--- config.mk ---
export PLATFORM = sky130hd
export DESIGN_NAME = control_unit_flat
export DESIGN_NICKNAME = d
export VERILOG_FILES = /design/src/rtl/ctrl_pkg.sv /design/src/rtl/control_unit_if.sv /design/src/rtl/program_counter.sv /design/src/rtl/control_unit.sv /design/src/flat_wrapper.sv
export SDC_FILE = /design/constraint.sdc
export NUM_CORES = 1
export LEC_CHECK = 0
export BUFFER_PORTS_ARGS = -buffer_cell sky130_fd_sc_hd__clkbuf_2
export CORE_MARGIN = 2
export CORE_UTILIZATION = 50
export CTS_CLUSTER_SIZE = 10
export DETAILED_ROUTE_END_ITERATION = 10
export HOLD_SLACK_MARGIN = 0.15
export PLACE_DENSITY_LB_ADDON = 0.25
export SLEW_MARGIN = 20
export SYNTH_ARGS = -nofsm -noshare
export SYNTH_HDL_FRONTEND = slang
export SYNTH_SLANG_ARGS = --single-unit
--- constraint.sdc ---
create_clock -name clk -period 2.7 [get_ports clk]
set_input_delay 0.405 -clock clk [delete_from_list [all_inputs] [get_ports clk]]
set_output_delay 0.405 -clock clk [all_outputs]
set_load 0.005 [all_outputs]
--- src/rtl/ctrl_pkg.sv ---
// ---------------------------------------------------------------------------
// ctrl_pkg
// Shared definitions for the control_unit instruction sequencer:
//   - opcode_e : 4-bit instruction opcodes (IR[15:12])
//   - state_e  : 4-bit sequencer states, also exported on state_dbg
//   - ALU_*    : ALU operation select codes
//   - *_MSB/*_LSB : bit positions used to slice the instruction register
//   - alu_sel  : maps an opcode to its ALU operation select
// ---------------------------------------------------------------------------
package ctrl_pkg;

    typedef enum logic [3:0] {
        OP_NOOP  = 4'h0,
        OP_STORE = 4'h1,
        OP_LOAD  = 4'h2,
        OP_ADD   = 4'h3,
        OP_SUB   = 4'h4,
        OP_HALT  = 4'h5
    } opcode_e;

    typedef enum logic [3:0] {
        S_INIT       = 4'd0,
        S_FETCH      = 4'd1,
        S_FETCH_WAIT = 4'd2,
        S_DECODE     = 4'd3,
        S_LOAD_A     = 4'd4,
        S_LOAD_B     = 4'd5,
        S_STORE_A    = 4'd6,
        S_STORE_B    = 4'd7,
        S_ALU_A      = 4'd8,
        S_ALU_WB     = 4'd9,
        S_HALT       = 4'd10
    } state_e;

    localparam logic [2:0] ALU_NONE = 3'b000;
    localparam logic [2:0] ALU_ADD  = 3'b001;
    localparam logic [2:0] ALU_SUB  = 3'b010;

    // Instruction register field positions
    localparam int OPC_MSB  = 15;
    localparam int OPC_LSB  = 12;
    localparam int DADR_MSB = 11;
    localparam int DADR_LSB = 4;
    localparam int RA_MSB   = 11;
    localparam int RA_LSB   = 8;
    localparam int RB_MSB   = 7;
    localparam int RB_LSB   = 4;
    localparam int RD_MSB   = 3;
    localparam int RD_LSB   = 0;

    function automatic logic [2:0] alu_sel(input logic [3:0] opc);
        case (opc)
            OP_ADD:  return ALU_ADD;
            OP_SUB:  return ALU_SUB;
            default: return ALU_NONE;
        endcase
    endfunction

endpackage

--- src/rtl/control_unit_if.sv ---
// ---------------------------------------------------------------------------
// control_unit_if
// Bundles the sequencer's connections to instruction ROM, data memory,
// register file and ALU.
//   master : the control unit (drives everything except I_data)
//   slave  : the datapath / memory side
// Signals:
//   I_rd, PC_addr, I_data            instruction ROM fetch
//   D_addr, D_wr                     data memory address / write strobe
//   RF_s, RF_W_addr, RF_W_en         register file write side
//   RF_Ra_addr, RF_Rb_addr           register file read ports
//   ALU_s                            ALU operation select
//   halted, state_dbg                status / debug
// ---------------------------------------------------------------------------
interface control_unit_if #(
    parameter int PC_W = 7,
    parameter int D_AW = 8
);
    logic            I_rd;
    logic [PC_W-1:0] PC_addr;
    logic [15:0]     I_data;
    logic [D_AW-1:0] D_addr;
    logic            D_wr;
    logic            RF_s;
    logic [3:0]      RF_W_addr;
    logic            RF_W_en;
    logic [3:0]      RF_Ra_addr;
    logic [3:0]      RF_Rb_addr;
    logic [2:0]      ALU_s;
    logic            halted;
    logic [3:0]      state_dbg;

    modport master (
        output I_rd, PC_addr, D_addr, D_wr, RF_s, RF_W_addr, RF_W_en,
               RF_Ra_addr, RF_Rb_addr, ALU_s, halted, state_dbg,
        input  I_data
    );

    modport slave (
        input  I_rd, PC_addr, D_addr, D_wr, RF_s, RF_W_addr, RF_W_en,
               RF_Ra_addr, RF_Rb_addr, ALU_s, halted, state_dbg,
        output I_data
    );
endinterface

--- src/rtl/program_counter.sv ---
// ---------------------------------------------------------------------------
// program_counter
// PC_W-bit program counter, wraps modulo 2^PC_W.
//   clk    : clock
//   clr    : synchronous clear (takes priority)
//   inc_en : increment by one on this edge
//   pc     : current counter value
// ---------------------------------------------------------------------------
module program_counter #(
    parameter int PC_W = 7
) (
    input  logic            clk,
    input  logic            clr,
    input  logic            inc_en,
    output logic [PC_W-1:0] pc
);
    logic [PC_W-1:0] pc_r;

    // Counter register: clear, increment (natural wrap), or hold
    always_ff @(posedge clk) begin
        if (clr) begin
            pc_r <= '0;
        end else if (inc_en) begin
            pc_r <= pc_r + {{(PC_W-1){1'b0}}, 1'b1};
        end else begin
            pc_r <= pc_r;
        end
    end

    assign pc = pc_r;

endmodule

--- src/rtl/control_unit.sv ---
// ---------------------------------------------------------------------------
// control_unit
// Multi-cycle instruction sequencer. Fetches 16-bit instructions from a
// synchronous ROM, decodes them, and drives register file / data memory /
// ALU controls for LOAD, STORE, ADD, SUB; stops on HALT.
//   clk   : clock, all state changes on rising edge
//   rst_n : synchronous active-low reset
//   bus   : control_unit_if.master (ROM, memory, register file, ALU, status)
// Outputs are registered: each edge loads the decode of the state being
// entered, so the output registers always match state_r/ir_r. The two write
// strobes are additionally gated by rst_n so nothing commits on a reset edge.
// ---------------------------------------------------------------------------
module control_unit
    import ctrl_pkg::*;
#(
    parameter int PC_W = 7,
    parameter int D_AW = 8
) (
    input  logic           clk,
    input  logic           rst_n,
    control_unit_if.master bus
);
    state_e          state_r;
    state_e          state_next_s;
    logic [15:0]     ir_r;
    logic [15:0]     ir_next_s;
    logic [3:0]      opc_s;
    logic [3:0]      opc_next_s;
    logic [PC_W-1:0] pc_s;
    logic            pc_inc_s;

    logic            i_rd_s,      i_rd_r;
    logic [D_AW-1:0] d_addr_s,    d_addr_r;
    logic            d_wr_s,      d_wr_r;
    logic            rf_s_s,      rf_s_r;
    logic [3:0]      rf_w_addr_s, rf_w_addr_r;
    logic            rf_w_en_s,   rf_w_en_r;
    logic [3:0]      ra_addr_s,   ra_addr_r;
    logic [3:0]      rb_addr_s,   rb_addr_r;
    logic [2:0]      alu_s_s,     alu_s_r;
    logic            halted_s,    halted_r;

    assign opc_s      = ir_r[OPC_MSB:OPC_LSB];
    assign opc_next_s = ir_next_s[OPC_MSB:OPC_LSB];
    assign pc_inc_s   = (state_r == S_FETCH_WAIT);

    program_counter #(.PC_W(PC_W)) u_pc (
        .clk    (clk),
        .clr    (~rst_n),
        .inc_en (pc_inc_s),
        .pc     (pc_s)
    );

    // Next-state and next-IR selection; IR captures ROM data the cycle after I_rd
    always_comb begin
        state_next_s = state_r;
        ir_next_s    = ir_r;
        case (state_r)
            S_INIT:       state_next_s = S_FETCH;
            S_FETCH:      state_next_s = S_FETCH_WAIT;
            S_FETCH_WAIT: begin
                ir_next_s    = bus.I_data;
                state_next_s = S_DECODE;
            end
            S_DECODE: begin
                case (opc_s)
                    OP_LOAD:        state_next_s = S_LOAD_A;
                    OP_STORE:       state_next_s = S_STORE_A;
                    OP_ADD, OP_SUB: state_next_s = S_ALU_A;
                    OP_HALT:        state_next_s = S_HALT;
                    default:        state_next_s = S_FETCH;
                endcase
            end
            S_LOAD_A:     state_next_s = S_LOAD_B;
            S_LOAD_B:     state_next_s = S_FETCH;
            S_STORE_A:    state_next_s = S_STORE_B;
            S_STORE_B:    state_next_s = S_FETCH;
            S_ALU_A:      state_next_s = S_ALU_WB;
            S_ALU_WB:     state_next_s = S_FETCH;
            S_HALT:       state_next_s = S_HALT;
            default:      state_next_s = S_INIT;
        endcase
    end

    // Moore decode of the state being entered; addresses repeat in both halves
    // of each two-cycle pair so the memories see stable addresses
    always_comb begin
        i_rd_s      = 1'b0;
        d_addr_s    = '0;
        d_wr_s      = 1'b0;
        rf_s_s      = 1'b0;
        rf_w_addr_s = 4'h0;
        rf_w_en_s   = 1'b0;
        ra_addr_s   = 4'h0;
        rb_addr_s   = 4'h0;
        alu_s_s     = ALU_NONE;
        halted_s    = 1'b0;
        case (state_next_s)
            S_FETCH: i_rd_s = 1'b1;
            S_LOAD_A: begin
                d_addr_s = D_AW'(ir_next_s[DADR_MSB:DADR_LSB]);
            end
            S_LOAD_B: begin
                d_addr_s    = D_AW'(ir_next_s[DADR_MSB:DADR_LSB]);
                rf_s_s      = 1'b1;
                rf_w_addr_s = ir_next_s[RD_MSB:RD_LSB];
                rf_w_en_s   = 1'b1;
            end
            S_STORE_A: begin
                d_addr_s  = D_AW'(ir_next_s[DADR_MSB:DADR_LSB]);
                ra_addr_s = ir_next_s[RD_MSB:RD_LSB];
            end
            S_STORE_B: begin
                d_addr_s  = D_AW'(ir_next_s[DADR_MSB:DADR_LSB]);
                ra_addr_s = ir_next_s[RD_MSB:RD_LSB];
                d_wr_s    = 1'b1;
            end
            S_ALU_A: begin
                ra_addr_s = ir_next_s[RA_MSB:RA_LSB];
                rb_addr_s = ir_next_s[RB_MSB:RB_LSB];
                alu_s_s   = alu_sel(opc_next_s);
            end
            S_ALU_WB: begin
                ra_addr_s   = ir_next_s[RA_MSB:RA_LSB];
                rb_addr_s   = ir_next_s[RB_MSB:RB_LSB];
                alu_s_s     = alu_sel(opc_next_s);
                rf_s_s      = 1'b0;
                rf_w_addr_s = ir_next_s[RD_MSB:RD_LSB];
                rf_w_en_s   = 1'b1;
            end
            S_HALT:  halted_s = 1'b1;
            default: i_rd_s = 1'b0;
        endcase
    end

    // State, instruction register and registered outputs
    always_ff @(posedge clk) begin
        if (!rst_n) begin
            state_r     <= S_INIT;
            ir_r        <= 16'h0000;
            i_rd_r      <= 1'b0;
            d_addr_r    <= '0;
            d_wr_r      <= 1'b0;
            rf_s_r      <= 1'b0;
            rf_w_addr_r <= 4'h0;
            rf_w_en_r   <= 1'b0;
            ra_addr_r   <= 4'h0;
            rb_addr_r   <= 4'h0;
            alu_s_r     <= ALU_NONE;
            halted_r    <= 1'b0;
        end else begin
            state_r     <= state_next_s;
            ir_r        <= ir_next_s;
            i_rd_r      <= i_rd_s;
            d_addr_r    <= d_addr_s;
            d_wr_r      <= d_wr_s;
            rf_s_r      <= rf_s_s;
            rf_w_addr_r <= rf_w_addr_s;
            rf_w_en_r   <= rf_w_en_s;
            ra_addr_r   <= ra_addr_s;
            rb_addr_r   <= rb_addr_s;
            alu_s_r     <= alu_s_s;
            halted_r    <= halted_s;
        end
    end

    assign bus.I_rd       = i_rd_r;
    assign bus.PC_addr    = pc_s;
    assign bus.D_addr     = d_addr_r;
    assign bus.D_wr       = d_wr_r & rst_n;
    assign bus.RF_s       = rf_s_r;
    assign bus.RF_W_addr  = rf_w_addr_r;
    assign bus.RF_W_en    = rf_w_en_r & rst_n;
    assign bus.RF_Ra_addr = ra_addr_r;
    assign bus.RF_Rb_addr = rb_addr_r;
    assign bus.ALU_s      = alu_s_r;
    assign bus.halted     = halted_r;
    assign bus.state_dbg  = state_r;

endmodule

--- src/flat_wrapper.sv ---
// flat-port wrapper written by rule: the top's interface ports become plain ports
module control_unit_flat import ctrl_pkg::*;
#(
    parameter int PC_W = 7,
    parameter int D_AW = 8
)
  (clk, rst_n, bus_I_rd, bus_PC_addr, bus_D_addr, bus_D_wr, bus_RF_s, bus_RF_W_addr, bus_RF_W_en, bus_RF_Ra_addr, bus_RF_Rb_addr, bus_ALU_s, bus_halted, bus_state_dbg, bus_I_data);
  control_unit_if #(.PC_W(PC_W), .D_AW(D_AW)) bus_i ();
  input  logic clk;
  input  logic rst_n;
  output wire logic [$bits(bus_i.I_rd)-1:0] bus_I_rd;
  output wire logic [$bits(bus_i.PC_addr)-1:0] bus_PC_addr;
  output wire logic [$bits(bus_i.D_addr)-1:0] bus_D_addr;
  output wire logic [$bits(bus_i.D_wr)-1:0] bus_D_wr;
  output wire logic [$bits(bus_i.RF_s)-1:0] bus_RF_s;
  output wire logic [$bits(bus_i.RF_W_addr)-1:0] bus_RF_W_addr;
  output wire logic [$bits(bus_i.RF_W_en)-1:0] bus_RF_W_en;
  output wire logic [$bits(bus_i.RF_Ra_addr)-1:0] bus_RF_Ra_addr;
  output wire logic [$bits(bus_i.RF_Rb_addr)-1:0] bus_RF_Rb_addr;
  output wire logic [$bits(bus_i.ALU_s)-1:0] bus_ALU_s;
  output wire logic [$bits(bus_i.halted)-1:0] bus_halted;
  output wire logic [$bits(bus_i.state_dbg)-1:0] bus_state_dbg;
  input wire logic [$bits(bus_i.I_data)-1:0] bus_I_data;
  assign bus_I_rd = bus_i.I_rd;
  assign bus_PC_addr = bus_i.PC_addr;
  assign bus_D_addr = bus_i.D_addr;
  assign bus_D_wr = bus_i.D_wr;
  assign bus_RF_s = bus_i.RF_s;
  assign bus_RF_W_addr = bus_i.RF_W_addr;
  assign bus_RF_W_en = bus_i.RF_W_en;
  assign bus_RF_Ra_addr = bus_i.RF_Ra_addr;
  assign bus_RF_Rb_addr = bus_i.RF_Rb_addr;
  assign bus_ALU_s = bus_i.ALU_s;
  assign bus_halted = bus_i.halted;
  assign bus_state_dbg = bus_i.state_dbg;
  assign bus_i.I_data = bus_I_data;
  control_unit #(.PC_W(PC_W), .D_AW(D_AW)) u_core (.clk(clk), .rst_n(rst_n), .bus(bus_i));
endmodule
==> out/summary.json, run 1 <==
{
  "timing": {
    "post-route-worst-setup-slack_ps": 758,
    "setup_repair_after_global_routing_missed_its_margin": "false",
    "finalSetupTns_ps": 0,
    "timing_worst_slew_pin_value_ps": 541,
    "clock.fmax_ghz": 0.515,
    "final_setup_violation_count": 0,
    "maxSlewHeadroom_pct": 63.7,
    "finalMaxSlewViolations": 0,
    "finalHoldViolCount": 0,
    "period_share_pct": 71.9,
    "fin_worst_skew_ps": 2.66,
    "finalCriticalPeriod_ps": 1940
  },
  "clock_tree": {
    "cts_repair_resize_count": 0,
    "clock_tree.buffer_depth": 2,
    "htree_levels": 2,
    "ctsHoldBuffers": 0,
    "worst_setup_hold_path_clk_slew_ps": 90,
    "clkSinkCount": 54,
    "worst_skew_pair.late_latency_ps": 290,
    "post-cts-setup-buffer-count": 0,
    "root_buffer": "sky130_fd_sc_hd__clkbuf_8",
    "tritoncts.num_buffers": 5,
    "tritoncts": "yes"
  },
  "logic_synthesis": {
    "synth.ff_latch_count": 54,
    "synthesized_nets": 220,
    "synth_seq_area_share_pct": 54.6,
    "asyncSetResetFlopFracSynth_pct": 0,
    "synth-edff-count": 0,
    "postSynthAreaPerCell_sq_um": 9.84,
    "yosys_most_used_dff": "sky130_fd_sc_hd__dfxtp_1",
    "instance_count_of_the_mapped_netlist": 201,
    "netlist-cell-type-count": 43,
    "ys_warn_count": 0,
    "post_synth_instance_area_sq_um": 1980
  },
  "die": {
    "floorplan.rows": 22,
    "coreArea_sq_um": 3740,
    "die_w_um": 66.9,
    "die_height_um": 66.9,
    "initial_utilization_pct": 52.8,
    "floorplan.die_area_sq_um": 4480,
    "ios": 57
  },
  "worst_setup_path": {
    "r2r-end": "u_core.bus.RF_Ra_addr[3]",
    "critical_path_arrival_ps": 2170,
    "max_stage_delay_cell_worst_path": "sky130_fd_sc_hd__dfxtp_1",
    "cp_max_fanout": 14,
    "required_ps": 2920,
    "critical-path-max-stage-delay_ps": 630,
    "reg2regPathDepth": 4,
    "critical_path.endpoint_type": "flop",
    "worst-r2r-setup-slack_ps": 760,
    "cp_cell_sequence": "or3b_2 > o41a_1 > a211o_1 > o22ai_1",
    "critical_path_start_type": "flop",
    "timing.setup.critical_path_class": "reg -> reg",
    "cp_num_buf_inv": 0,
    "worstReg2RegStart": "u_core.bus.state_dbg[2]",
    "critical-path-top-delay-family": "compound AO/OA/AOI/OAI gates"
  },
  "hold_path": {
    "min_delay_path_depth": 3,
    "min_from": "bus_I_data[12]",
    "whs_endpoint": "u_core.ir_r[12]",
    "hold_path_class": "in -> reg"
  },
  "global_route": {
    "global_route.usage.total_pct": 18.9,
    "antenna_found_initial": 0,
    "globalRouteOverflowTotal": 0,
    "grt_start_max_net_pins": 18,
    "grt_pass1_wl_um": 6380,
    "first_global_vias": 1397
  },
  "cells_and_area": {
    "layout_commonest_cell": "sky130_fd_sc_hd__clkbuf_2",
    "final_nets": 274,
    "flow.area_growth_from_synthesis_pct": 19.5,
    "layoutNonFillerInstCount": 303,
    "drive_gt1_share_pct": 29.4,
    "fillCellCount": 337,
    "antenna-diode-count": 0,
    "mostFrequentLayoutCells": "55 x sky130_fd_sc_hd__clkbuf_2, 54 x sky130_fd_sc_hd__dfxtp_1, 31 x sky130_fd_sc_hd__nor2_1"
  },
  "drt": {
    "drt_first_pass_iters": 5,
    "remaining_drc_errors": 0,
    "detail-route-antenna-nets": 0,
    "drt_iter0_markers": 55,
    "routedWlPerCell_um": 12.7,
    "num_vias": 1547,
    "route.final.wire_length_um": 3840,
    "avgViaCountPerCell": 5.11
  },
  "place": {
    "hpwl_um": 2790,
    "buffer_ports.inserted": 55,
    "gpl.final_weighted_congestion": 0.812,
    "dp_slack_ps": 761,
    "dpl.cell_count": 296
  },
  "outcome": {
    "run_status": "finished, final reports clean"
  },
  "power_and_ir_drop": {
    "power_density_nw_per_um2": 621,
    "p_leak_nw": 1.07,
    "ir_worst_vdd_v": 0.000409
  },
  "job": {
    "max_cap_violations": 0
  }
}
[layer usage]
layer  up-vias  GRT usage, %  routed length [um]  share of wire, %
met5         -             0                   0                 0
met4         0          6.89                  25              0.65
met3         2          4.90                 211               5.5
met2        36          30.1                1830                48
met1       724          24.7                1770                46
li1        785             -                   -                 -
[flip-flops by register name (all words and copies together), names as in the netlist]
name                   cells
u_core.bus.I_rd            1
u_core.bus.RF_Rb_addr      4
u_core.bus.D_addr          8
u_core.d_wr_r              1
u_core.rf_w_en_r           1
u_core.u_pc.pc             7
u_core.bus.halted          1
u_core.bus.ALU_s           2
u_core.bus.RF_W_addr       4
u_core.bus.RF_s            1
u_core.bus.state_dbg       4
u_core.bus.RF_Ra_addr      4
u_core.ir_r               16
[worst max path at each step]
stage	start	endpoint	slack (ps)	depth (start not counted)
after floorplan	u_core.bus.state_dbg[3]	u_core.bus.D_addr[0]	950	6
after global placement	u_core.bus.state_dbg[2]	u_core.bus.RF_Ra_addr[3]	860	4
after detailed placement	u_core.bus.state_dbg[2]	u_core.bus.RF_Ra_addr[3]	760	4
after CTS	u_core.bus.state_dbg[2]	u_core.bus.RF_Ra_addr[3]	750	4
after global routing	u_core.bus.state_dbg[2]	u_core.bus.RF_Ra_addr[3]	640	4
final	u_core.bus.state_dbg[2]	u_core.bus.RF_Ra_addr[3]	760	4
[power by group]
| part | switching [mW] | internal, mW |
|---|---|---|
| clock network | 0.234 | 0.178 |
| registers | 0.0288 | 0.828 |
| logic | 0.108 | 0.0922 |
[Yosys cell counts (2+ instances only)]
library cell,count,share of area [%]
sky130_fd_sc_hd__dfxtp_1,54,55
sky130_fd_sc_hd__nor2_1,31,5.9
sky130_fd_sc_hd__nand2_1,14,2.7
sky130_fd_sc_hd__inv_1,10,1.9
sky130_fd_sc_hd__mux2i_1,9,4.6
sky130_fd_sc_hd__mux2_2,8,4.6
sky130_fd_sc_hd__clkbuf_1,7,1.3
sky130_fd_sc_hd__a21oi_1,6,1.5
sky130_fd_sc_hd__and2_1,4,1.3
sky130_fd_sc_hd__nor3_1,4,1.0
sky130_fd_sc_hd__nor4_1,4,1.3
sky130_fd_sc_hd__o22ai_1,4,1.3
sky130_fd_sc_hd__xor2_1,4,1.8
sky130_fd_sc_hd__nor4b_1,3,1.3
sky130_fd_sc_hd__o21ai_0,3,0.76
sky130_fd_sc_hd__buf_2,2,0.51
sky130_fd_sc_hd__buf_4,2,0.76
sky130_fd_sc_hd__nand2b_1,2,0.63
sky130_fd_sc_hd__nand4_1,2,0.63
sky130_fd_sc_hd__nor3b_1,2,0.76
sky130_fd_sc_hd__o21ai_1,2,0.51
sky130_fd_sc_hd__or3_1,2,0.63
sky130_fd_sc_hd__xnor2_1,2,0.89
[cell type report]
cell class                 count  area [sq um]  share of cell area (%)
sequential                    54          1080                    45.7
multi-input combinational    125           805                    34.0
clock buffer                   6          72.6                    3.07
tap                           48          60.1                    2.54
timing repair buffer          58           298                    12.6
clock inverter                 1          7.51                   0.317
inverter                      11          41.3                    1.75
[cells by family after synthesis]
logic type | after synthesis | share of synthesized area, %
flip-flops | 54 | 54.6
other | 1 | 0.190
AO/OA/AOI/OAI | 23 | 7.53
multiplexers | 17 | 9.11
XOR/XNOR | 6 | 2.66
adder cells (fa/ha/maj) | 1 | 0.632
buffers and inverters | 22 | 4.68
AND/OR/NAND/NOR | 77 | 20.6
[per-stage QoR]
step / hold slack, ps / area, sq um / util (%) / total power, mW
final: 378 / 2360 / 63.2 / 1.47
after global routing: 412 / 2360 / 63.2 / 1.55
after CTS: 372 / 2360 / 63.2 / 1.49
after detailed placement: 495 / 2280 / 61.0 / 1.08
after global placement: 472 / 2280 / 61.0 / 1.07
after floorplan: 474 / 1980 / - / 1.02
[tightest hold or removal path: stages]
cell and delay, ps:
sky130_fd_sc_hd__clkbuf_2 100, sky130_fd_sc_hd__mux2i_1 70, sky130_fd_sc_hd__nor2_1 70
No activity file was read; power rests on OpenSTA's default activity.
==> run 2: changes to the inputs <==
--- a/config.mk
+++ b/config.mk
@@ -7,7 +7,7 @@
 export LEC_CHECK = 0
 export BUFFER_PORTS_ARGS = -buffer_cell sky130_fd_sc_hd__clkbuf_2
 export CORE_MARGIN = 2
-export CORE_UTILIZATION = 50
+export CORE_UTILIZATION = 45
 export CTS_CLUSTER_SIZE = 10
 export DETAILED_ROUTE_END_ITERATION = 10
 export HOLD_SLACK_MARGIN = 0.15
==> constraint.sdc (replaced) <==
create_clock -name clk -period 1.7 [get_ports clk]
set_input_delay 0.255 -clock clk [delete_from_list [all_inputs] [get_ports clk]]
set_output_delay 0.255 -clock clk [all_outputs]
set_load 0.005 [all_outputs]
==> run 2 against run 1 <==
Worst setup slack worse by 700 ps. Critical path type unchanged. Sequential power up 58%. Power up 75%. Utilization down 5.1 points. Global-route usage down 1.4 points. First-iteration DRC count up 27%. Highest routed layer unchanged.
==> out/summary.json, run 2 (synthesized netlist as in run 1, its figures left out) <==
{
  "die": {
    "initial_utilization": {"value": 46.1, "unit": "%", "change": "-6.8 points"},
    "floorplan.rows": {"value": 24, "change": "+9.1%"},
    "ios": {"value": 57, "change": "unchanged"},
    "floorplan.die_area": {"value": 4940, "unit": "sq um", "change": "+10%"},
    "die_height": {"value": 70.3, "unit": "um", "change": "+5.1%"},
    "die_w": {"value": 70.3, "unit": "um", "change": "+5.1%"},
    "coreArea": {"value": 4290, "unit": "sq um", "change": "+15%"}
  },
  "cells_and_area": {
    "final_nets": {"value": 285, "change": "+4.0%"},
    "mostFrequentLayoutCells": "55 x sky130_fd_sc_hd__clkbuf_2, 53 x sky130_fd_sc_hd__dfxtp_1, 31 x sky130_fd_sc_hd__nor2_1",
    "layout_commonest_cell": "sky130_fd_sc_hd__clkbuf_2",
    "flow.area_growth_from_synthesis_pct": 26.0,
    "finish.utilization": {"value": 58.0, "unit": "%", "change": "-5.1 points"},
    "drive_gt1_share": {"value": 33.5, "unit": "%", "change": "+4.0 points"},
    "layoutNonFillerInstCount": {"value": 318, "change": "+5.0%"},
    "registers.top_by_ff_count": "u_core.ir_r",
    "antenna-diode-count": {"value": 0, "change": "unchanged"},
    "max_reg_flops": {"value": 16, "change": "unchanged"}
  },
  "clock_tree": {
    "ctsHoldBuffers": {"value": 0, "change": "unchanged"},
    "worst_skew_pair.late_latency": {"value": 300, "unit": "ps", "change": "about the same"},
    "tritoncts": "yes",
    "worst_setup_hold_path_clk_slew": {"value": 90, "unit": "ps", "change": "about the same"},
    "root_buffer": "sky130_fd_sc_hd__clkbuf_8",
    "htree_levels": {"value": 2, "change": "unchanged"},
    "tritoncts.num_buffers": {"value": 5, "change": "unchanged"},
    "clock_tree.buffer_depth": {"value": 2, "change": "unchanged"},
    "clkSinkCount": {"value": 54, "change": "unchanged"}
  },
  "drt": {
    "routedWlPerCell": {"value": 13.1, "unit": "um", "change": "+3.3%"},
    "drt_iter0_markers": {"value": 70, "change": "+27%"},
    "avgViaCountPerCell": {"value": 5.07, "change": "-0.71%"},
    "num_vias": {"value": 1612, "change": "+4.2%"},
    "detail-route-antenna-nets": {"value": 0, "change": "unchanged"},
    "route.final.wire_length": {"value": 4160, "unit": "um", "change": "+8.4%"},
    "drt_first_pass_iters": {"value": 4, "change": "-1"},
    "remaining_drc_errors": {"value": 0, "change": "unchanged"}
  },
  "worst_setup_path": {
    "worst-r2r-setup-slack": {"value": 60, "unit": "ps", "change": "-700 ps"},
    "reg2regPathDepth": {"value": 5, "change": "+1"},
    "worstSetupEndpoint": "u_core.bus.RF_W_addr[0]",
    "required": {"value": 1910, "unit": "ps", "change": "-1010 ps"},
    "critical_path_start_type": "flop",
    "critical_path.endpoint_type": "flop",
    "timing.setup.critical_path_class": "reg -> reg",
    "critical_path_arrival": {"value": 1850, "unit": "ps", "change": "-320 ps"},
    "r2r-end": "u_core.bus.RF_W_addr[0]",
    "cp_max_fanout": {"value": 9, "change": "-5"},
    "setup.worst_path.start": "u_core.bus.state_dbg[2]",
    "worstReg2RegStart": "u_core.bus.state_dbg[2]"
  },
  "timing": {
    "finalMaxSlewViolations": {"value": 0, "change": "unchanged"},
    "finalSetupTns": {"value": 0, "unit": "ps", "change": "unchanged"},
    "fin_hold_ws": {"value": 223, "unit": "ps", "change": "-154 ps"},
    "clock.fmax": {"value": 0.609, "unit": "GHz", "change": "+18%"},
    "finalHoldViolCount": {"value": 0, "change": "unchanged"},
    "finalCriticalPeriod": {"value": 1640, "unit": "ps", "change": "-300 ps"},
    "fin_worst_skew": {"value": 5.16, "unit": "ps", "change": "+2.50 ps"},
    "period_share": {"value": 96.6, "unit": "%", "change": "+25 points"},
    "final_setup_violation_count": {"value": 0, "change": "unchanged"},
    "setup_repair_after_global_routing_missed_its_margin": "true"
  },
  "job": {
    "max_cap_violations": {"value": 0, "change": "unchanged"}
  },
  "hold_path": {
    "hold_path_class": "in -> reg",
    "min_delay_path_depth": {"value": 3, "change": "unchanged"}
  },
  "global_route": {
    "global_route.usage.total": {"value": 17.5, "unit": "%", "change": "-1.4 points"},
    "antenna_found_initial": {"value": 0, "change": "unchanged"},
    "first_global_vias": {"value": 1493, "change": "+6.9%"},
    "grt_pass1_wl": {"value": 6760, "unit": "um", "change": "+6.1%"},
    "globalRouteOverflowTotal": {"value": 0, "change": "unchanged"},
    "grt_start_max_net_pins": {"value": 17, "change": "-1"}
  },
  "power_and_ir_drop": {
    "p_leak": {"value": 1.15, "unit": "nW", "change": "+7.1%"},
    "ir_worst_vdd": {"value": 0.000761, "unit": "V", "change": "+86%"},
    "power_density": {"value": 1030, "unit": "nW/um^2", "change": "+66%"},
    "finalPower": {"value": 2.57, "unit": "mW", "change": "+75%"}
  },
  "place": {
    "gpl.final_weighted_congestion": {"value": 0.866, "change": "+6.6%"},
    "hpwl": {"value": 2920, "unit": "um", "change": "+4.6%"},
    "buffer_ports.inserted": {"value": 55, "change": "unchanged"},
    "dpl.cell_count": {"value": 308, "change": "+4.1%"}
  },
  "outcome": {
    "run_status": "finished, final reports clean"
  }
}
-- run 2: how the worst min path moves through the flow --
| stage | from | end |
|---|---|---|
| floorplan | rst_n | u_core.ir_r[8] |
| global placement | u_core.u_pc.pc[6] | u_core.u_pc.pc[6] |
| detailed placement | u_core.u_pc.pc[6] | u_core.u_pc.pc[6] |
| CTS | bus_I_data[12] | u_core.ir_r[12] |
| global route | bus_I_data[14] | u_core.ir_r[14] |
| finish | bus_I_data[12] | u_core.ir_r[12] |
-- run 2: where the power goes --
part	switching, mW	total [mW]	internal, mW
Clock	0.410	0.844	0.434
Combinational	0.190	0.370	0.180
Sequential	0.0372	1.35	1.32
-- run 2: critical path, stage by stage (launching register included) --
cell and delay (ps):
sky130_fd_sc_hd__dfxtp_1 360, sky130_fd_sc_hd__buf_4 180, sky130_fd_sc_hd__or2_2 310, sky130_fd_sc_hd__a22oi_1 250, sky130_fd_sc_hd__o21ai_2 150, sky130_fd_sc_hd__nor4_1 300
-- run 2: layer usage --
metal  global-route usage [%]  wire, um
met2                     26.8      1940
met3                     5.48       222
met4                     6.41        62
met5                        0         0
met1                     23.1      1940
-- run 2: cell type report --
| type | count | area [sq um] |
|---|---|---|
| repair buffers | 69 | 388 |
| fillers | 406 | 1800 |
| clock inverters | 2 | 38.8 |
| multi-input cells | 125 | 808 |
| well taps | 52 | 65.1 |
| inverters | 11 | 41.3 |
| flip-flops and latches | 54 | 1080 |
| clock buffers | 5 | 68.8 |
-- run 2: timing repair --
item	in CTS	in global routing
setup buffers	0	3
setup endpoints to repair	0	11
resized for setup	0	4
-- run 2: metrics by stage --
step                      instance area, sq um  setup WS [ps]
after floorplan                           1980           2.55
after global placement                    2350            146
after detailed placement                  2350           52.7
after CTS                                 2460           38.3
after global routing                      2490          -37.7
final                                     2490           57.9
